**src/rtl/sensor_fifo_apb_pkg.sv**
```systemverilog
// sensor_fifo_apb_pkg: register offsets, field positions and widths
// shared by the sensor FIFO APB slave.
package sensor_fifo_apb_pkg;

    localparam logic [31:0] CTRL_OFF    = 32'h00;
    localparam logic [31:0] STATUS_OFF  = 32'h04;
    localparam logic [31:0] THRESH_OFF  = 32'h08;
    localparam logic [31:0] OVF_CNT_OFF = 32'h0C;
    localparam logic [31:0] DATA_BASE   = 32'h10;

    localparam int unsigned CTRL_EN     = 0;
    localparam int unsigned CTRL_FLUSH  = 1;
    localparam int unsigned CTRL_IRQ_EN = 2;

    localparam int unsigned ST_EMPTY     = 0;
    localparam int unsigned ST_FULL      = 1;
    localparam int unsigned ST_OVF       = 2;
    localparam int unsigned ST_LEVEL_LSB = 8;

    localparam int unsigned OVF_CNT_W = 16;

endpackage

```
**src/rtl/sensor_sample_fifo.sv**
```systemverilog
// sensor_sample_fifo: circular sample buffer with flush and a
// push-through-pop path that lets a full FIFO accept a new sample.
module sensor_sample_fifo #(
    parameter  int WIDTH = 48,
    parameter  int DEPTH = 8,
    localparam int PTR_W = $clog2(DEPTH),
    localparam int LVL_W = $clog2(DEPTH + 1)
) (
    input  logic             clk_i,
    input  logic             rst_i,
    input  logic             push_i,
    input  logic             pop_i,
    input  logic             flush_i,
    input  logic [WIDTH-1:0] data_i,
    output logic             full_o,
    output logic             empty_o,
    output logic [LVL_W-1:0] level_o,
    output logic [WIDTH-1:0] head_o
);

    logic [WIDTH-1:0] mem_q [DEPTH];
    logic [PTR_W-1:0] wr_ptr_q, wr_ptr_d;
    logic [PTR_W-1:0] rd_ptr_q, rd_ptr_d;
    logic [LVL_W-1:0] level_q, level_d;
    logic             do_push, do_pop;

    assign empty_o = (level_q == '0);
    assign full_o  = (level_q == LVL_W'(DEPTH));
    assign level_o = level_q;
    assign head_o  = mem_q[rd_ptr_q];

    assign do_pop  = pop_i & ~empty_o & ~flush_i;
    assign do_push = push_i & (~full_o | do_pop) & ~flush_i;

    always_comb begin
        wr_ptr_d = wr_ptr_q;
        rd_ptr_d = rd_ptr_q;
        level_d  = level_q;
        if (flush_i) begin
            wr_ptr_d = '0;
            rd_ptr_d = '0;
            level_d  = '0;
        end else begin
            if (do_push) wr_ptr_d = wr_ptr_q + PTR_W'(1);
            if (do_pop)  rd_ptr_d = rd_ptr_q + PTR_W'(1);
            if (do_push & ~do_pop) level_d = level_q + LVL_W'(1);
            else if (~do_push & do_pop) level_d = level_q - LVL_W'(1);
        end
    end

    always_ff @(posedge clk_i or posedge rst_i) begin
        if (rst_i) begin
            wr_ptr_q <= '0;
            rd_ptr_q <= '0;
            level_q  <= '0;
        end else begin
            wr_ptr_q <= wr_ptr_d;
            rd_ptr_q <= rd_ptr_d;
            level_q  <= level_d;
        end
    end

    // Storage needs no reset: the pointers and level gate every read.
    always_ff @(posedge clk_i) begin
        if (do_push) mem_q[wr_ptr_q] <= data_i;
    end

endmodule

```
**src/rtl/sensor_fifo_apb.sv**
```systemverilog
// sensor_fifo_apb: zero-wait APB register front-end over the sample FIFO,
// with overflow accounting and a registered level/overflow interrupt.
module sensor_fifo_apb
    import sensor_fifo_apb_pkg::*;
#(
    parameter int NUM_CH = 3,
    parameter int DATA_W = 16,
    parameter int DEPTH  = 8
) (
    input  logic                     pclk_i,
    input  logic                     preset_i,
    input  logic [31:0]              paddr_i,
    input  logic                     psel_i,
    input  logic                     penable_i,
    input  logic                     pwrite_i,
    input  logic [31:0]              pwdata_i,
    input  logic [3:0]               pstrb_i,
    output logic                     pready_o,
    output logic [31:0]              prdata_o,
    output logic                     pslverr_o,
    input  logic                     sample_valid_i,
    input  logic [NUM_CH*DATA_W-1:0] sample_data_i,
    output logic                     irq_o
);

    localparam int WIDTH = NUM_CH * DATA_W;
    localparam int LVL_W = $clog2(DEPTH + 1);
    localparam logic [31:0] LAST_ADDR = DATA_BASE + 32'(4 * (NUM_CH - 1));

    logic                 en_q, en_d;
    logic                 irq_en_q, irq_en_d;
    logic [7:0]           thresh_q, thresh_d;
    logic                 ovf_q, ovf_d;
    logic [OVF_CNT_W-1:0] ovf_cnt_q, ovf_cnt_d;
    logic                 irq_q, irq_d;

    logic             access, err, wr_ok, rd_ok;
    logic             push_req, flush, pop, overflow, ovf_clr;
    logic             fifo_full, fifo_empty;
    logic [LVL_W-1:0] fifo_level;
    logic [WIDTH-1:0] fifo_head;
    logic [7:0]       level8;
    logic [31:0]      rdata;
    logic             unused_bits;

    assign access = psel_i & penable_i;
    assign err    = (paddr_i[1:0] != 2'b00) | (paddr_i > LAST_ADDR)
                  | (pwrite_i & (paddr_i >= OVF_CNT_OFF));
    assign wr_ok  = access & pwrite_i & ~err;
    assign rd_ok  = access & ~pwrite_i & ~err;

    assign flush    = wr_ok & (paddr_i == CTRL_OFF) & pstrb_i[0]
                    & pwdata_i[CTRL_FLUSH];
    assign ovf_clr  = wr_ok & (paddr_i == STATUS_OFF) & pstrb_i[0]
                    & pwdata_i[ST_OVF];
    assign pop      = rd_ok & (paddr_i == LAST_ADDR) & ~fifo_empty;
    assign push_req = sample_valid_i & en_q;
    assign overflow = push_req & fifo_full & ~pop & ~flush;
    assign level8   = 8'(fifo_level);

    sensor_sample_fifo #(
        .WIDTH (WIDTH),
        .DEPTH (DEPTH)
    ) u_fifo (
        .clk_i   (pclk_i),
        .rst_i   (preset_i),
        .push_i  (push_req & ~flush),
        .pop_i   (pop),
        .flush_i (flush),
        .data_i  (sample_data_i),
        .full_o  (fifo_full),
        .empty_o (fifo_empty),
        .level_o (fifo_level),
        .head_o  (fifo_head)
    );

    always_comb begin
        en_d      = en_q;
        irq_en_d  = irq_en_q;
        thresh_d  = thresh_q;
        ovf_d     = ovf_q;
        ovf_cnt_d = ovf_cnt_q;
        if (wr_ok & pstrb_i[0]) begin
            if (paddr_i == CTRL_OFF) begin
                en_d     = pwdata_i[CTRL_EN];
                irq_en_d = pwdata_i[CTRL_IRQ_EN];
            end
            if (paddr_i == THRESH_OFF) thresh_d = pwdata_i[7:0];
        end
        if (ovf_clr) ovf_d = 1'b0;
        // A same-cycle overflow beats the W1C clear.
        if (overflow) begin
            ovf_d = 1'b1;
            if (ovf_cnt_q != '1) ovf_cnt_d = ovf_cnt_q + OVF_CNT_W'(1);
        end
        if (flush) begin
            ovf_d     = 1'b0;
            ovf_cnt_d = '0;
        end
        irq_d = irq_en_q & (((thresh_q != 8'd0) & (level8 >= thresh_q)) | ovf_q);
    end

    always_comb begin
        rdata = '0;
        if (paddr_i == CTRL_OFF) begin
            rdata[CTRL_EN]     = en_q;
            rdata[CTRL_IRQ_EN] = irq_en_q;
        end else if (paddr_i == STATUS_OFF) begin
            rdata[ST_EMPTY]          = fifo_empty;
            rdata[ST_FULL]           = fifo_full;
            rdata[ST_OVF]            = ovf_q;
            rdata[ST_LEVEL_LSB +: 8] = level8;
        end else if (paddr_i == THRESH_OFF) begin
            rdata[7:0] = thresh_q;
        end else if (paddr_i == OVF_CNT_OFF) begin
            rdata[OVF_CNT_W-1:0] = ovf_cnt_q;
        end
        for (int k = 0; k < NUM_CH; k++) begin
            if ((paddr_i == DATA_BASE + 32'(4 * k)) && !fifo_empty)
                rdata[DATA_W-1:0] = fifo_head[k*DATA_W +: DATA_W];
        end
    end

    always_ff @(posedge pclk_i or posedge preset_i) begin
        if (preset_i) begin
            en_q      <= 1'b0;
            irq_en_q  <= 1'b0;
            thresh_q  <= '0;
            ovf_q     <= 1'b0;
            ovf_cnt_q <= '0;
            irq_q     <= 1'b0;
        end else begin
            en_q      <= en_d;
            irq_en_q  <= irq_en_d;
            thresh_q  <= thresh_d;
            ovf_q     <= ovf_d;
            ovf_cnt_q <= ovf_cnt_d;
            irq_q     <= irq_d;
        end
    end

    assign pready_o    = psel_i & penable_i;
    assign pslverr_o   = access & err;
    assign prdata_o    = (access & ~err) ? rdata : 32'h0;
    assign irq_o       = irq_q;
    assign unused_bits = ^{pwdata_i[31:8], pstrb_i[3:1]};

endmodule

```
**config.mk**
```make
export PLATFORM = sky130hd
export DESIGN_NAME = sensor_fifo_apb
export DESIGN_NICKNAME = d
export VERILOG_FILES = /design/src/rtl/sensor_fifo_apb_pkg.sv /design/src/rtl/sensor_sample_fifo.sv /design/src/rtl/sensor_fifo_apb.sv
export SDC_FILE = /design/constraint.sdc
export NUM_CORES = 1
export LEC_CHECK = 0
export ABC_AREA = 1
export BUFFER_PORTS_ARGS = -buffer_cell sky130_fd_sc_hd__buf_4
export CORE_MARGIN = 8
export CORE_UTILIZATION = 50
export CTS_CLUSTER_SIZE = 12
export DETAILED_ROUTE_END_ITERATION = 8
export MAX_ROUTING_LAYER = met4
export PLACE_DENSITY = 0.66
export SLEW_MARGIN = 10
export SYNTH_ARGS = -nofsm -noshare
export SYNTH_HDL_FRONTEND = slang
export SYNTH_SLANG_ARGS = --single-unit
```
**constraint.sdc**
```tcl
create_clock -name pclk_i -period 5.67 [get_ports pclk_i]
set_input_delay 0.2835 -clock pclk_i [delete_from_list [all_inputs] [get_ports pclk_i]]
set_output_delay 0.2835 -clock pclk_i [all_outputs]
set_load 0.005 [all_outputs]
```
; ---- After elaboration in Yosys (flattened, before gate mapping)
; Memory sizes are Yosys's and may differ from the RTL's.
; Index checks and enable logic that the tools add are counted.
[classes]
addsub = 5
magnitude_cmp = 3
eq_ne = 8
mux = 29
n_bitwise = 42
reduce_logical = 17
[op_table]
columns = op, count
row1 = 16-bit 2-to-1 mux, 8
row2 = "32-bit by 5-bit == test with 1-bit output, second input constant", 3
row3 = "32-bit by 4-bit == test with 1-bit output, second input constant", 2
row4 = "32-bit by 3-bit == test with 1-bit output, second input constant", 1
row5 = "32-bit by 4-bit >= comparator with 1-bit output, second input constant", 1
row6 = "32-bit by 5-bit > comparator with 1-bit output, second input constant", 1
row7 = 32-bit zero test, 1
row8 = 1-bit bitwise AND, 30
row9 = 8-bit 2-to-1 mux, 3
row10 = "16-bit by 1-bit adder with 16-bit output, second input constant", 1
row11 = "16-bit != test, second input constant", 1
row12 = 3-bit 2-to-1 mux, 5
row13 = 13-bit 2-to-1 mux, 1
row14 = 4-bit 2-to-1 mux, 3
row15 = 2-bit nonzero test, 5
row16 = 4-bit by 8-bit >= comparator with 1-bit output, 1
row17 = 1-bit 2-to-1 mux, 8
row18 = 1-bit inverter, 8
row19 = 8-bit nonzero test, 1
row20 = "3-bit by 1-bit adder with 3-bit output, second input constant", 2
row21 = 2-bit AND reduction, 3
row22 = 3-bit nonzero test, 2
row23 = 5-bit 2-to-1 mux, 1
row24 = "4-bit by 1-bit adder with 4-bit output, second input constant", 1
row25 = 6 further kinds, 11
[word_totals]
ff_bits = 38
ramBits = 384
output_inout_bits = 35
elab_cells = 114
memories = 1
[mem_list]
columns = name, words, width, read_ports, rd_clocked_by_memory_dff, wr, line
row1 = u_fifo.mem_q, 8, 48, 1, 0, 1, sensor_sample_fifo.sv:21  ; logic [WIDTH-1:0] mem_q [DEPTH];

; ---- Logic depth before layout (Yosys ltp)
[depth]
depth_word = 18
ltp_mapped = 20
mapped_depth_nobuf = 20

; ---- Hierarchy
; A second synthesis with hierarchy kept.
[hier_totals]
cells_unflattened = 1646
hier_area_um2 = 18537.8
[by_module_without_submodules]
columns = mod, n_inst, cells_per_inst, area_each_um2
row1 = sensor_sample_fifo, 1, 1177, 15576.2
row2 = sensor_fifo_apb, 1, 469, 2961.6

; ---- Least setup slack after synthesis
; OpenSTA, ideal clock, no wires.
[synth_path]
path_kind = input-to-reg
startpoint = in paddr_i[21]
endpoint = mem u_fifo.mem_q[0][0] (enable)
setup_ps = 454
t_arrival_ps = 3626
t_required_ps = 5216
setup_slack_ps = 1591
stages = 13
path_buffers = 0
cell_sequence = nor2_1 -> nand2_1 -> nor2_1 -> nand2_1 -> o21ai_1 -> nand3_4 -> nor2_8 -> nand2_4 -> nand2_2 -> nand3_1 -> inv_1 -> nand2_1 -> nor2_1
[synth_between]
elab_chain_len = 15
word_cells_on_any_way = 24
cone_classes = order compare: 2 / eq/ne: 1 / mux: 2 / bitwise: 18 / reduce/logical: 1
[synth_rtl]
columns = item, line
row1 = start: declaration, sensor_fifo_apb.sv:12  ; input logic [31:0] paddr_i,
row2 = 32-bit by 5-bit > comparator with 1-bit output / 32-bit by 4-bit >= comparator with 1-bit output (equally long branches), "sensor_fifo_apb.sv:47, sensor_fifo_apb.sv:48"
row3 = 1-bit bitwise OR / 1-bit bitwise AND (equally long branches), "sensor_fifo_apb.sv:47, sensor_fifo_apb.sv:48"
row4 = 1-bit bitwise OR, sensor_fifo_apb.sv:48  ; | (pwrite_i & (paddr_i >= OVF_CNT_OFF));
row5 = 1-bit inverter, "sensor_fifo_apb.sv:49, sensor_fifo_apb.sv:50"
row6 = 1-bit bitwise AND, sensor_fifo_apb.sv:49  ; assign wr_ok = access & pwrite_i & ~err;
row7 = 1-bit bitwise AND (2 in series), sensor_fifo_apb.sv:52  ; assign flush = wr_ok & (paddr_i == CTRL_OFF) & pstrb_i[0]
row8 = 1-bit bitwise AND, sensor_fifo_apb.sv:53  ; & pwdata_i[CTRL_FLUSH];
row9 = 1-bit inverter, "sensor_sample_fifo.sv:32, sensor_sample_fifo.sv:33, sensor_fifo_apb.sv:67"
row10 = 1-bit bitwise AND, sensor_sample_fifo.sv:32  ; assign do_pop = pop_i & ~empty_o & ~flush_i;
row11 = 1-bit bitwise OR, sensor_sample_fifo.sv:33  ; assign do_push = push_i & (~full_o | do_pop) & ~flush_i;
row12 = 1-bit bitwise AND, sensor_sample_fifo.sv:33
row13 = 1-bit bitwise AND *, sensor_sample_fifo.sv:33
row14 = 1-bit 2-to-1 mux *, sensor_sample_fifo.sv:65  ; if (do_push) mem_q[wr_ptr_q] <= data_i;
row15 = 1-bit 2-to-1 mux (not written as such) *, sensor_sample_fifo.sv:65
row16 = end: declaration, sensor_sample_fifo.sv:21
; Mark *: on every way between the ends. The rest lies on a longest branch, timed or not.

; ---- Worst setup path after layout
[layout_path]
startpoint = reg u_fifo.rd_ptr_q[0]
endpoint = out prdata_o[8]
[layout_between]
elab_chain_len = 5
[layout_rtl]
columns = item, line
row1 = start: declaration, sensor_sample_fifo.sv:23  ; logic [PTR_W-1:0] rd_ptr_q, rd_ptr_d;
row2 = start signal: assignment, sensor_sample_fifo.sv:58  ; rd_ptr_q <= rd_ptr_d;
row3 = memory read 8 x 48 bit *, n/a
row4 = 16-bit 2-to-1 mux (2 in series), sensor_fifo_apb.sv:119  ; if ((paddr_i == DATA_BASE + 32'(4 * k)) && !fifo_empty)
row5 = 16-bit 2-to-1 mux *, sensor_fifo_apb.sv:119
row6 = 16-bit 2-to-1 mux *, sensor_fifo_apb.sv:144  ; assign prdata_o = (access & ~err) ? rdata : 32'h0;
row7 = end: declaration, sensor_fifo_apb.sv:19  ; output logic [31:0] prdata_o,
; Marks and branches as above.

==> results_dict.tcl <==
set metrics [dict create \
    outcome "finished, final reports clean" \
    vias 12600 \
    ant_nets 0 \
    tightest_slew_ns 1.09 \
    fin_skew_ns 0.0149 \
    drt-pass1-iter-count 5 \
    drt_iter0_drc 1112 \
    startpoint "u_fifo.rd_ptr_q[0]$_DFFE_PP0P_" \
    timing.setup.tns_ns 0 \
    overflow 0 \
    hold_viol 0 \
    crit_required_ns 5.39 \
    cap_violations 0 \
    grt_pass1_wl_mm 71.1 \
    start_util_pct 50.8 \
    pin_count 157 \
    htreeDepth 2 \
    finalWorstSetupSlack_ns 1.26 \
    endpoint_kind "primary output" \
    synth_edf_count 384 \
    areaGrowthSynthToFinish_pct 17.2 \
    antenna_found_initial 4 \
    hold_class "in -> reg" \
    die_x_um 206 \
    netlist_area_um2 18100 \
    cts_tree "built" \
    worst-setup-path-type "reg -> out" \
    synth_warnings 0 \
    viasPerCell 5.76 \
    finalSetupViolCount 0 \
    finalCriticalPeriod_ns 4.41 \
    ys_seq_area_share_pct 68.9 \
    layout_commonest_cell "edfxtp_1" \
    fin_area_um2 21200 \
    die-area_um2 42600 \
    grt_pass1_vias 12300 \
    worstSetupStartpointType "flop" \
    root_buffer "clkbuf_16" \
    r2r-end "u_fifo.mem_q[6][38]$_DFFE_PP_" \
    nets 1821 \
    cts-buffers-inserted 44 \
    drive_gt1_share_pct 13.7 \
    synth-async-reset-ratio_pct 9.00 \
    cts.sinks 422 \
    cts_buffer_depth 3 \
    r2r_slack_ns 1.67 \
    cts.clk_slew.worst_paths_ns 0.06 \
    drt_wl_total_mm 46.3 \
    clock_latency_ns 0.56 \
    fmax_mhz 227 \
    power.density_nw_per_um2 289 \
    core_um2 35700 \
    period_share_pct 77.7 \
    r2r-start "u_fifo.level_o[3]$_DFFE_PP0P_" \
    pre_cts_ws_ns 1.55 \
    drc 0 \
    layout_common_cells "edfxtp_1, nand2_1, a21oi_1" \
    rows 69 \
    report.final.slew_viol_count 0 \
    cp_max_fo 97 \
    reg2regPathDepth 14 \
    place_hpwl_mm 26.7 \
    crit_end "prdata_o[8]" \
    leakage_uw 0.00781 \
    port_buffers 113 \
    grt_max_degree 98 \
    synth.distinct_cells 55 \
    maxSlewHeadroom_pct 26.8 \
    gp_congestion 0.936 \
    worst_ep_arrival_time_ns 4.12 \
    grt_usage_pct 22.5 \
    syn_avg_cell_area_um2 11.8 \
    dieHeight_um 206 \
    ys.flop_type "edfxtp_1" \
    place_area_um2 19400 \
    ir_drop_v 0.000236 \
    rsz0062_at_grt "false" \
    cts_setup_buffers 0 \
    avgRoutedWirePerCell_um 21.2 \
    synth_cells 1536 \
    ys_ff_latch 422 \
]
## how the worst min path moves through the flow
stage                startpoint                      endpoint  slack [ns]  cells after the start
6_report            pwdata_i[2]       thresh_q[2]$_DFFE_PP0P_        0.05                      3
5_1_grt             pwdata_i[2]       thresh_q[2]$_DFFE_PP0P_        0.06                      3
4_1_cts             pwdata_i[2]       thresh_q[2]$_DFFE_PP0P_        0.03                      3
3_5_place_dp           preset_i       thresh_q[7]$_DFFE_PP0P_        0.46                      3
3_3_place_gp           preset_i      ovf_cnt_q[4]$_DFFE_PP0P_        0.47                      3
2_1_floorplan  sample_data_i[0]  u_fifo.mem_q[0][0]$_DFFE_PP_        0.38                      0
## stage by stage
stage	instances	hold WS (ns)	total power (uW)	util [%]
after floorplan	1551	0.382	3480	-
after global placement	2048	0.466	3560	54.4
after detailed placement	2048	0.462	3560	54.4
after CTS	2176	0.0255	6190	59.5
after global routing	2180	0.0635	6310	59.5
final	2180	0.0508	6140	59.5
## flip-flops by register name (all words and copies together), names as in the netlist
register and cells:
en_q 1, irq_en_q 1, irq_o 1, ovf_cnt_q 16, ovf_q 1, thresh_q 8
u_fifo.level_o 4, u_fifo.mem_q 384, u_fifo.rd_ptr_q 3, u_fifo.wr_ptr_q 3
## timing repair
| action | CTS | global route |
|---|---|---|
| endpoints found under the hold margin | 429 | 0 |
| resized for setup | 0 | 0 |
| hold buffers | 56 | 0 |
## cell type report
| type | instances | area (um2) |
|---|---|---|
| tap | 461 | 577 |
| antenna | 4 | 10.0 |
| inverter | 89 | 340 |
| fill | 2824 | 14400 |
| multi-input combinational | 940 | 4950 |
| sequential | 422 | 12500 |
| clock buffer | 59 | 1170 |
| timing repair buffer | 192 | 1590 |
| clock inverter | 13 | 104 |
## metal layers
metal	share of wire, %	vias up	GRT usage, %	wire length, um
li1	-	5849	-	-
met2	46	475	34.4	21400
met5	0	-	-	0
met4	2.9	0	8.25	1350
met3	7.1	84	3.32	3270
met1	44	6147	30.4	20300
## worst max-delay path, stage by stage, from the launching register on
cell      delay (ns)
dfrtp_4         0.70
inv_4           0.82
buf_4           0.41
buf_4           0.43
nand2_1         0.09
a221oi_1        0.37
nor3_1          0.14
nor3_1          0.32
buf_4           0.18
## cells by family after synthesis
family          synth area share, %
compound gates                 12.3
xor+xnor                      0.339
fa+ha+maj                     0.732
buf+inv                        4.41
flops                          68.9
mux                           0.484
other cells                  0.0207
simple gates                   12.8
## power breakdown
part	internal (uW)	switching, uW	total [uW]
Sequential	3390	0	3390
Clock	1480	1130	2610
Combinational	72.0	66.9	139
## Yosys cell counts, types with 6 or more instances
library cell / instances / area (um2)
nand2_1: 358 / 1340
edfxtp_1: 384 / 11500
a32oi_1: 6 / 52.6
a31oi_1: 7 / 43.8
nand4_1: 8 / 50.1
nor3_1: 24 / 120
a221oi_1: 40 / 350
clkbuf_1: 60 / 225
a21oi_1: 148 / 741
o211ai_1: 14 / 105
o21ai_0: 65 / 325
nand3_1: 44 / 220
o31ai_1: 6 / 45.0
buf_4: 16 / 120
o221ai_1: 12 / 105
buf_1: 12 / 45.0
buf_2: 10 / 50.1
nor2_1: 90 / 338
inv_1: 81 / 304
a22oi_1: 13 / 97.6
xor2_1: 6 / 52.6
a32o_1: 25 / 250
ha_1: 9 / 113
dfrtp_1: 38 / 951
(Power assumes the default switching activity.)
